==> config.mk <==
export PLATFORM = sky130hd
export DESIGN_NAME = bcd_addsub_serial_flat
export DESIGN_NICKNAME = d
export VERILOG_FILES = /design/src/rtl/bcd_addsub_serial_if.sv /design/src/rtl/bcd_addsub_serial.sv /design/src/flat_wrapper.sv
export SDC_FILE = /design/constraint.sdc
export NUM_CORES = 1
export LEC_CHECK = 0
export ABC_AREA = 0
export BUFFER_PORTS_ARGS = -buffer_cell sky130_fd_sc_hd__buf_2
export CAP_MARGIN = 20
export CORE_MARGIN = 3
export CORE_UTILIZATION = 57
export CTS_CLUSTER_DIAMETER = 150
export DETAILED_ROUTE_END_ITERATION = 8
export PLACE_DENSITY = 0.89
export SLEW_MARGIN = 10
export SYNTH_ARGS = -nofsm -noshare
export SYNTH_HDL_FRONTEND = slang
export SYNTH_SLANG_ARGS = --single-unit
==> constraint.sdc <==
create_clock -name clk -period 5.1 [get_ports clk]
set_clock_uncertainty 0.1 [all_clocks]
set_input_delay 0.255 -clock clk [delete_from_list [all_inputs] [get_ports clk]]
set_output_delay 0.255 -clock clk [all_outputs]
set_load 0.05 [all_outputs]
==> src/rtl/bcd_addsub_serial_if.sv <==
// Operand, request and result bundle for the digit-serial BCD adder/subtractor.
// The master drives the request and the slave (the datapath) drives the results.
interface bcd_addsub_serial_if #(
    parameter int unsigned DIGITS = 3
);
    logic                start;
    logic                op;
    logic [4*DIGITS-1:0] a;
    logic [4*DIGITS-1:0] b;
    logic                busy;
    logic                done;
    logic [4*DIGITS-1:0] result;
    logic                negative;
    logic                overflow;
    logic                invalid;

    modport master (
        output start, op, a, b,
        input  busy, done, result, negative, overflow, invalid
    );

    modport slave (
        input  start, op, a, b,
        output busy, done, result, negative, overflow, invalid
    );
endinterface

==> src/rtl/bcd_addsub_serial.sv <==
// Digit-serial BCD adder/subtractor, one digit per clock, LSD first, with
// sign-magnitude output and a second ten's-complement pass for negative results.
module bcd_addsub_serial #(
    parameter int unsigned DIGITS = 3
) (
    input logic                 clk,
    input logic                 rst_n,
    bcd_addsub_serial_if.slave  bus
);
    localparam int unsigned IdxW = (DIGITS > 1) ? $clog2(DIGITS) : 1;

    typedef enum logic [1:0] {StIdle, StCalc, StFix, StDone} state_e;

    state_e                  state_q, state_d;
    logic [DIGITS-1:0][3:0]  a_q, a_d, b_q, b_d, result_q, result_d;
    logic [IdxW-1:0]         idx_q, idx_d;
    logic                    op_q, op_d, c_q, c_d;
    logic                    neg_q, neg_d, ovf_q, ovf_d, inv_q, inv_d;
    logic                    busy_q, busy_d, done_q, done_d;

    logic                    bad_digit;
    logic                    last_digit;
    logic                    sub_mode;
    logic [3:0]              x_dig, y_dig, dig_out;
    logic [4:0]              sum;
    logic                    c_out;

    always_comb begin
        bad_digit = 1'b0;
        for (int i = 0; i < int'(DIGITS); i++) begin
            if (bus.a[4*i +: 4] > 4'd9 || bus.b[4*i +: 4] > 4'd9) begin
                bad_digit = 1'b1;
            end
        end
    end

    assign last_digit = (idx_q == IdxW'(DIGITS - 1));

    // Shared digit unit: CALC uses a/b with the captured op, FIX computes 0 - raw.
    always_comb begin
        x_dig    = 4'd0;
        y_dig    = result_q[idx_q];
        sub_mode = 1'b1;
        if (state_q == StCalc) begin
            x_dig    = a_q[idx_q];
            y_dig    = b_q[idx_q];
            sub_mode = op_q;
        end
        if (sub_mode) begin
            sum     = {1'b0, x_dig} - {1'b0, y_dig} - {4'd0, c_q};
            c_out   = sum[4];
            dig_out = c_out ? (sum[3:0] + 4'd10) : sum[3:0];
        end else begin
            sum     = {1'b0, x_dig} + {1'b0, y_dig} + {4'd0, c_q};
            c_out   = (sum > 5'd9);
            dig_out = c_out ? (sum[3:0] - 4'd10) : sum[3:0];
        end
    end

    always_comb begin
        state_d  = state_q;
        a_d      = a_q;
        b_d      = b_q;
        op_d     = op_q;
        c_d      = c_q;
        idx_d    = idx_q;
        result_d = result_q;
        neg_d    = neg_q;
        ovf_d    = ovf_q;
        inv_d    = inv_q;

        unique case (state_q)
            StIdle: begin
                if (bus.start) begin
                    a_d      = bus.a;
                    b_d      = bus.b;
                    op_d     = bus.op;
                    c_d      = 1'b0;
                    idx_d    = '0;
                    result_d = '0;
                    neg_d    = 1'b0;
                    ovf_d    = 1'b0;
                    inv_d    = bad_digit;
                    state_d  = bad_digit ? StDone : StCalc;
                end
            end
            StCalc: begin
                result_d[idx_q] = dig_out;
                c_d             = c_out;
                idx_d           = idx_q + IdxW'(1);
                if (last_digit) begin
                    c_d   = 1'b0;
                    idx_d = '0;
                    if (!op_q) begin
                        ovf_d   = c_out;
                        state_d = StDone;
                    end else if (c_out) begin
                        // Final borrow: raw result is the ten's complement of the magnitude.
                        neg_d   = 1'b1;
                        state_d = StFix;
                    end else begin
                        state_d = StDone;
                    end
                end
            end
            StFix: begin
                result_d[idx_q] = dig_out;
                c_d             = c_out;
                idx_d           = idx_q + IdxW'(1);
                if (last_digit) begin
                    c_d     = 1'b0;
                    idx_d   = '0;
                    state_d = StDone;
                end
            end
            StDone: begin
                state_d = StIdle;
            end
            default: begin
                state_d = StIdle;
            end
        endcase

        busy_d = (state_d == StCalc) || (state_d == StFix);
        done_d = (state_d == StDone);
    end

    always_ff @(posedge clk or negedge rst_n) begin
        if (!rst_n) begin
            state_q  <= StIdle;
            a_q      <= '0;
            b_q      <= '0;
            op_q     <= 1'b0;
            c_q      <= 1'b0;
            idx_q    <= '0;
            result_q <= '0;
            neg_q    <= 1'b0;
            ovf_q    <= 1'b0;
            inv_q    <= 1'b0;
            busy_q   <= 1'b0;
            done_q   <= 1'b0;
        end else begin
            state_q  <= state_d;
            a_q      <= a_d;
            b_q      <= b_d;
            op_q     <= op_d;
            c_q      <= c_d;
            idx_q    <= idx_d;
            result_q <= result_d;
            neg_q    <= neg_d;
            ovf_q    <= ovf_d;
            inv_q    <= inv_d;
            busy_q   <= busy_d;
            done_q   <= done_d;
        end
    end

    assign bus.busy     = busy_q;
    assign bus.done     = done_q;
    assign bus.result   = result_q;
    assign bus.negative = neg_q;
    assign bus.overflow = ovf_q;
    assign bus.invalid  = inv_q;
endmodule
==> src/flat_wrapper.sv <==
// flat-port wrapper written by rule: the top's interface ports become plain ports
module bcd_addsub_serial_flat 
#(
    parameter int unsigned DIGITS = 3
)
  (clk, rst_n, bus_start, bus_op, bus_a, bus_b, bus_busy, bus_done, bus_result, bus_negative, bus_overflow, bus_invalid);
  bcd_addsub_serial_if #(.DIGITS(DIGITS)) bus_i ();
  input logic clk;
  input logic rst_n;
  input wire logic [$bits(bus_i.start)-1:0] bus_start;
  input wire logic [$bits(bus_i.op)-1:0] bus_op;
  input wire logic [$bits(bus_i.a)-1:0] bus_a;
  input wire logic [$bits(bus_i.b)-1:0] bus_b;
  output wire logic [$bits(bus_i.busy)-1:0] bus_busy;
  output wire logic [$bits(bus_i.done)-1:0] bus_done;
  output wire logic [$bits(bus_i.result)-1:0] bus_result;
  output wire logic [$bits(bus_i.negative)-1:0] bus_negative;
  output wire logic [$bits(bus_i.overflow)-1:0] bus_overflow;
  output wire logic [$bits(bus_i.invalid)-1:0] bus_invalid;
  assign bus_i.start = bus_start;
  assign bus_i.op = bus_op;
  assign bus_i.a = bus_a;
  assign bus_i.b = bus_b;
  assign bus_busy = bus_i.busy;
  assign bus_done = bus_i.done;
  assign bus_result = bus_i.result;
  assign bus_negative = bus_i.negative;
  assign bus_overflow = bus_i.overflow;
  assign bus_invalid = bus_i.invalid;
  bcd_addsub_serial #(.DIGITS(DIGITS)) u_core (.clk(clk), .rst_n(rst_n), .bus(bus_i));
endmodule
# == Word-level counts from Yosys, hierarchy flattened ==
# Cells that the tools add are included.
# op_classes
n_addsub,7
n_eq_ne,12
mux,41
order_cmp,9
n_reduce_logical,13
# ops
operator,n
2-to-1 mux 4 bit,9
binary-select mux 4 bit (select 2 bit),3
"greater-than comparator 4 bit, second input constant",6
one-hot mux 12 bit (2 select lines),1
2-to-1 mux 2 bit,7
2-to-1 mux 1 bit,13
bitwise mux 12 bit,1
2-to-1 mux 12 bit,1
"== test 2 bit, second input constant",5
demux 4 bit (select 2 bit),1
one-hot mux 2 bit (4 select lines),1
"!= test 2 x 1 -> 1 bit, second input constant",3
one-hot mux 1 bit (2 select lines),3
adder 4 x 4 -> 5 bit,1
adder 5 x 1 -> 5 bit,1
"greater-than comparator 5 x 4 -> 1 bit, second input constant",1
AND reduction 5 bit,1
subtractor 4 x 4 -> 5 bit,1
subtractor 5 x 1 -> 5 bit,1
"adder 4 bit, second input constant",1
"== test 2 x 1 -> 1 bit, second input constant",2
logical OR 1 bit,4
"!= test 2 bit, second input constant",2
one-hot mux 2 bit (2 select lines),1
other kinds (10),12
# word_totals
regBits,47
input_bits,28
word_cells,100

# == Logic depth before layout (Yosys ltp) ==
# logic_depth
ltp_word,13
mapped_depth,18

# == Worst setup path after synthesis ==
# Ideal clock, no wire load.
# synth_path
path_kind,reg-to-reg
startpoint,reg u_core.idx_q[0]
endpoint,"reg u_core.result_q, in the netlist u_core.bus.result[1]"
required_time_ns,4.877
arrival_ns,3.480
synth_period_minus_slack_ns,3.704
stages_incl_launch_ff,16
slack_ns,1.396
setup_time_ns,0.123
path_cell_list,dfrtp_1 -> buf_2 -> buf_2 -> mux2i_1 -> o211ai_1 -> o21ai_0 -> inv_1 -> fa_1 -> fa_1 -> xnor2_1 -> inv_2 -> a221oi_1 -> a311o_1 -> or3_1 -> a41oi_2 -> o21ai_1
# synth_via
elab_chain_cells,10
word_cells_on_any_way,25
cone_classes,add/sub: 6; order compare: 3; mux: 15; reduce/logical: 1
# synth_rtl
item,line,rtl
start: declaration,bcd_addsub_serial.sv:16,"logic [IdxW-1:0] idx_q, idx_d;"
start signal: assignment,bcd_addsub_serial.sv:148,idx_q <= idx_d;
"binary-select mux 4 bit (select 2 bit), on equally long branches","bcd_addsub_serial.sv:45, bcd_addsub_serial.sv:42, bcd_addsub_serial.sv:46",
"2-to-1 mux 4 bit, on equally long branches","bcd_addsub_serial.sv:45, bcd_addsub_serial.sv:42, bcd_addsub_serial.sv:46",
2-to-1 mux 4 bit,bcd_addsub_serial.sv:44,if (state_q == StCalc) begin
adder 4 x 4 -> 5 bit or subtractor 4 x 4 -> 5 bit (tied branches),"bcd_addsub_serial.sv:54, bcd_addsub_serial.sv:50",
adder 5 x 1 -> 5 bit or subtractor 5 x 1 -> 5 bit (tied branches),"bcd_addsub_serial.sv:54, bcd_addsub_serial.sv:50",
"subtractor 4 bit, or another cell as far along",bcd_addsub_serial.sv:56,dig_out = c_out ? (sum[3:0] - 4'd10) : sum[3:0];
"2-to-1 mux 4 bit, on equally long branches","bcd_addsub_serial.sv:56, bcd_addsub_serial.sv:52",
2-to-1 mux 4 bit,bcd_addsub_serial.sv:49,if (sub_mode) begin
bitwise mux 12 bit *,"bcd_addsub_serial.sv:88, bcd_addsub_serial.sv:107",
one-hot mux 12 bit (2 select lines) *,bcd_addsub_serial.sv:72,unique case (state_q)
end signal: assignment,bcd_addsub_serial.sv:149,result_q <= result_d;
end: declaration,bcd_addsub_serial.sv:15,"logic [DIGITS-1:0][3:0] a_q, a_d, b_q, b_d, result_q, result_d;"
# Every way passes the cells marked *; elsewhere a longest branch is shown, timed or not. The select of a mux whose other input is x is not followed.
# A chain may end at the register's enable or synchronous reset.

# == Worst setup path after layout ==
# Same ends and word-level chain as after synthesis.

==> impl_results.md <==
* Outcome: finished clean
* Post-place setup slack at 0.959 ns
* Nets at 377
* Yosys cell types at 51
* Arr. time, crit path at 4.32 ns
* Fin worst setup slack at 0.876 ns
* H-Tree Level Count at 2
* CP max FO at 11
* DRT Pass-1 Iters at 5
* Worst skew pair latency at 0.31 ns
* DR vias/cell at 5.83
* Num CTS Buffers at 5
* Buffers on Ports at 44
* Via count at 2330
* CP max stage delay at 0.57 ns
* Most frequent cells in the layout: dfrtp_1 (47), buf_2 (44), nand2_1 (26)
* CP required at 5.19 ns
* Share of layout cells above drive strength 1 at 27.6%
* Seq/Total Area, Yosys at 40.7%
* Synthesized Nets at 333
* RSZ-0062 raised after global routing: no
* Initial antenna violation count at 0
* Routed WL per cell at 16.2 um
* First-pass GRT wire length at 11.0 mm
* Clock buffer depth at 2
* Final WL at 6.48 mm
* Clock-pin slew on the worst setup and hold paths at 0.09 ns
* Most used cell, CP: fa_1
* Post-route DRC at 0
* Worst Max-Slew Pin Slew at 0.724 ns
* Minimum clock period at 4.22 ns
* Non-filler cells, final at 400
* Area Overhead vs Synth at 13.7%
* Global route overflow at 0
* Cts repair resizes at 0
* Mapped Cells at 288
* Critical Path Sink Type: flip-flop
* Rows at 25
* Crit share post-route at 82.8%
* F_max at 237 MHz
* Starting Density at 59.9%
* Crit path launch type: flip-flop
* Max-cap viol count at 0
* Synth Cell Area at 2890 um^2
* Inserted Diodes at 0
* Async SR Flop Fraction at 100%
* Die width at 77.2 um
* Core Region at 4820 um^2
* Syn Area/Cell at 10.0 um^2
* Die area at 5950 um^2
* Clk Tree Root Cell: clkbuf_8
* GRT Total Usage at 22.8%
* Final setup vio count at 0
* GP Congestion at 0.905
* Slew Limit Fails at 0
* Synth Flop Type: dfrtp_1
* I/O pin count at 45
* HPWL after detailed placement at 4.91 mm
* Synth Register Bits at 47
* Hold WS at 0.0721 ns
* Worst Hold Class: primary input to flip-flop
* Sink Count at 47
* Cell Chain, Critical Path: buf_4 -> mux2i_1 -> o211ai_1 -> o21ai_0 -> inv_1 -> fa_1 -> fa_1 -> xnor2_1 -> inv_2 -> a221oi_1 -> a311o_1 -> or3_1 -> a41oi_2 -> o21ai_1
* Synth Warn # at 0
* Worst relative slew slack at 51.3%
* Via count of the first global-routing pass at 2328
* Cells after DPL at 390
* Chip height at 77.2 um
* Worst path slowest cell: dfrtp_1
* Reg2Reg Setup Slack at 0.88 ns
* DRT antenna net count at 0
* CTS tree: done
* Crit Path Category: flip-flop to flip-flop
* Post-synth EDFFs at 0
* Most common cell after layout, fill and taps aside: dfrtp_1
* Largest net degree at the start of global routing at 48
* Setup TNS at 0 ns
* Postcts setup bufs at 0
* Final number of hold-violating endpoints at 0
* First-iteration detailed-routing DRC count at 124
* FILL cells at 376
==> cells in the mapped netlist (all sizes together) (2+ instances only) <==
library cell  number  area (um^2)
nor2              17         63.8
o21ai             26          130
nor3               3         15.0
nand3              4         20.0
a2bb2oi            2         17.5
a41oi              3         33.8
o31ai              2         15.0
nand2b             4         25.0
a21o               3         23.8
ha                13          163
a22o               6         52.6
xnor2              5         43.8
a21oi             17         88.8
a31oi              3         18.8
nor2b              2         12.5
fa                 4         80.1
or3                2         12.5
buf                4         22.5
or2                3         18.8
and2               3         18.8
clkbuf             9         33.8
mux2i             15          150
dfrtp             47         1180
o211ai             4         30.0
a22oi              2         15.0
mux2              25          282
inv               17         63.8
nand2             27          104
a211oi             3         22.5
==> cell type report <==
cell class	instances	area (um^2)	area share, %
clock buffers	5	68.8	2.10
clock inverters	3	18.8	0.572
inverters	18	81.3	2.48
multi-input cells	210	1570	47.9
flip-flops and latches	47	1180	35.8
well taps	67	83.8	2.55
repair buffers	50	280	8.54
==> metrics by stage <==
stage / cell area [um^2] / util, %
2_1_floorplan: 2890 / -
3_3_place_gp: 3160 / 65.7
3_5_place_dp: 3160 / 65.7
4_1_cts: 3250 / 67.5
5_1_grt: 3280 / 68.1
6_report: 3280 / 68.1
==> cell families after synthesis <==
family | Yosys count | synth area share, %
and+or+nand+nor | 68 | 10.8
AOI/OAI and AO/OA | 78 | 17.7
muxes | 40 | 15.0
DFF | 47 | 40.7
adders and majority gates | 17 | 8.41
xor gates and xnor gates | 7 | 2.60
buffers and inverters | 31 | 4.77
==> worst paths after layout <==
path                            startpoint                    to  cells after the start
min in group asynchronous            rst_n         u_core.a_q[0]                      2
max                        u_core.idx_q[0]  u_core.bus.result[1]                     14
min                               bus_a[4]         u_core.a_q[4]                      2
min reg2reg                  u_core.b_q[3]         u_core.b_q[3]                      1
max in group asynchronous            rst_n         u_core.b_q[1]                      3
max reg2reg                u_core.idx_q[0]  u_core.bus.result[1]                     14
==> layer usage <==
metal  global-route usage (%)  wire [um]  up-vias  share of wire, %
met5                        0          0        -                 0
met4                     7.30         97        0               1.5
met3                     5.40        395       13               6.1
met2                     38.1       3180       84                49
met1                     29.3       2810     1124                43
li1                         -          -     1109                 -
==> flip-flops by register name, summed over array words and instances (netlist names) <==
register and flops:
u_core.bus.invalid 1, u_core.bus.done 1, u_core.bus.result 12, u_core.op_q 1
u_core.bus.negative 1, u_core.b_q 12, u_core.c_q 1, u_core.idx_q 2
u_core.state_q 2, u_core.bus.overflow 1, u_core.bus.busy 1, u_core.a_q 12
==> repair_timing <==
item / CTS / global route
hold buffers: 0 / 1
endpoints found under the setup margin: 0 / 0
hold endpoints to repair: 0 / 11
==> worst max-delay path: cells and delay by family, from the launching register on <==
family,cells,cell delay [ns]
AOI/OAI and AO/OA,6,1.13
buffers and inverters,3,0.52
and+or+nand+nor,1,0.34
muxes,1,0.26
xor gates and xnor gates,1,0.22
DFF,1,0.57
adders and majority gates,2,0.99
Power is left out: the tool's default activity adds up to more than one toggle a clock period on the data nets, which glitch-free logic cannot reach.
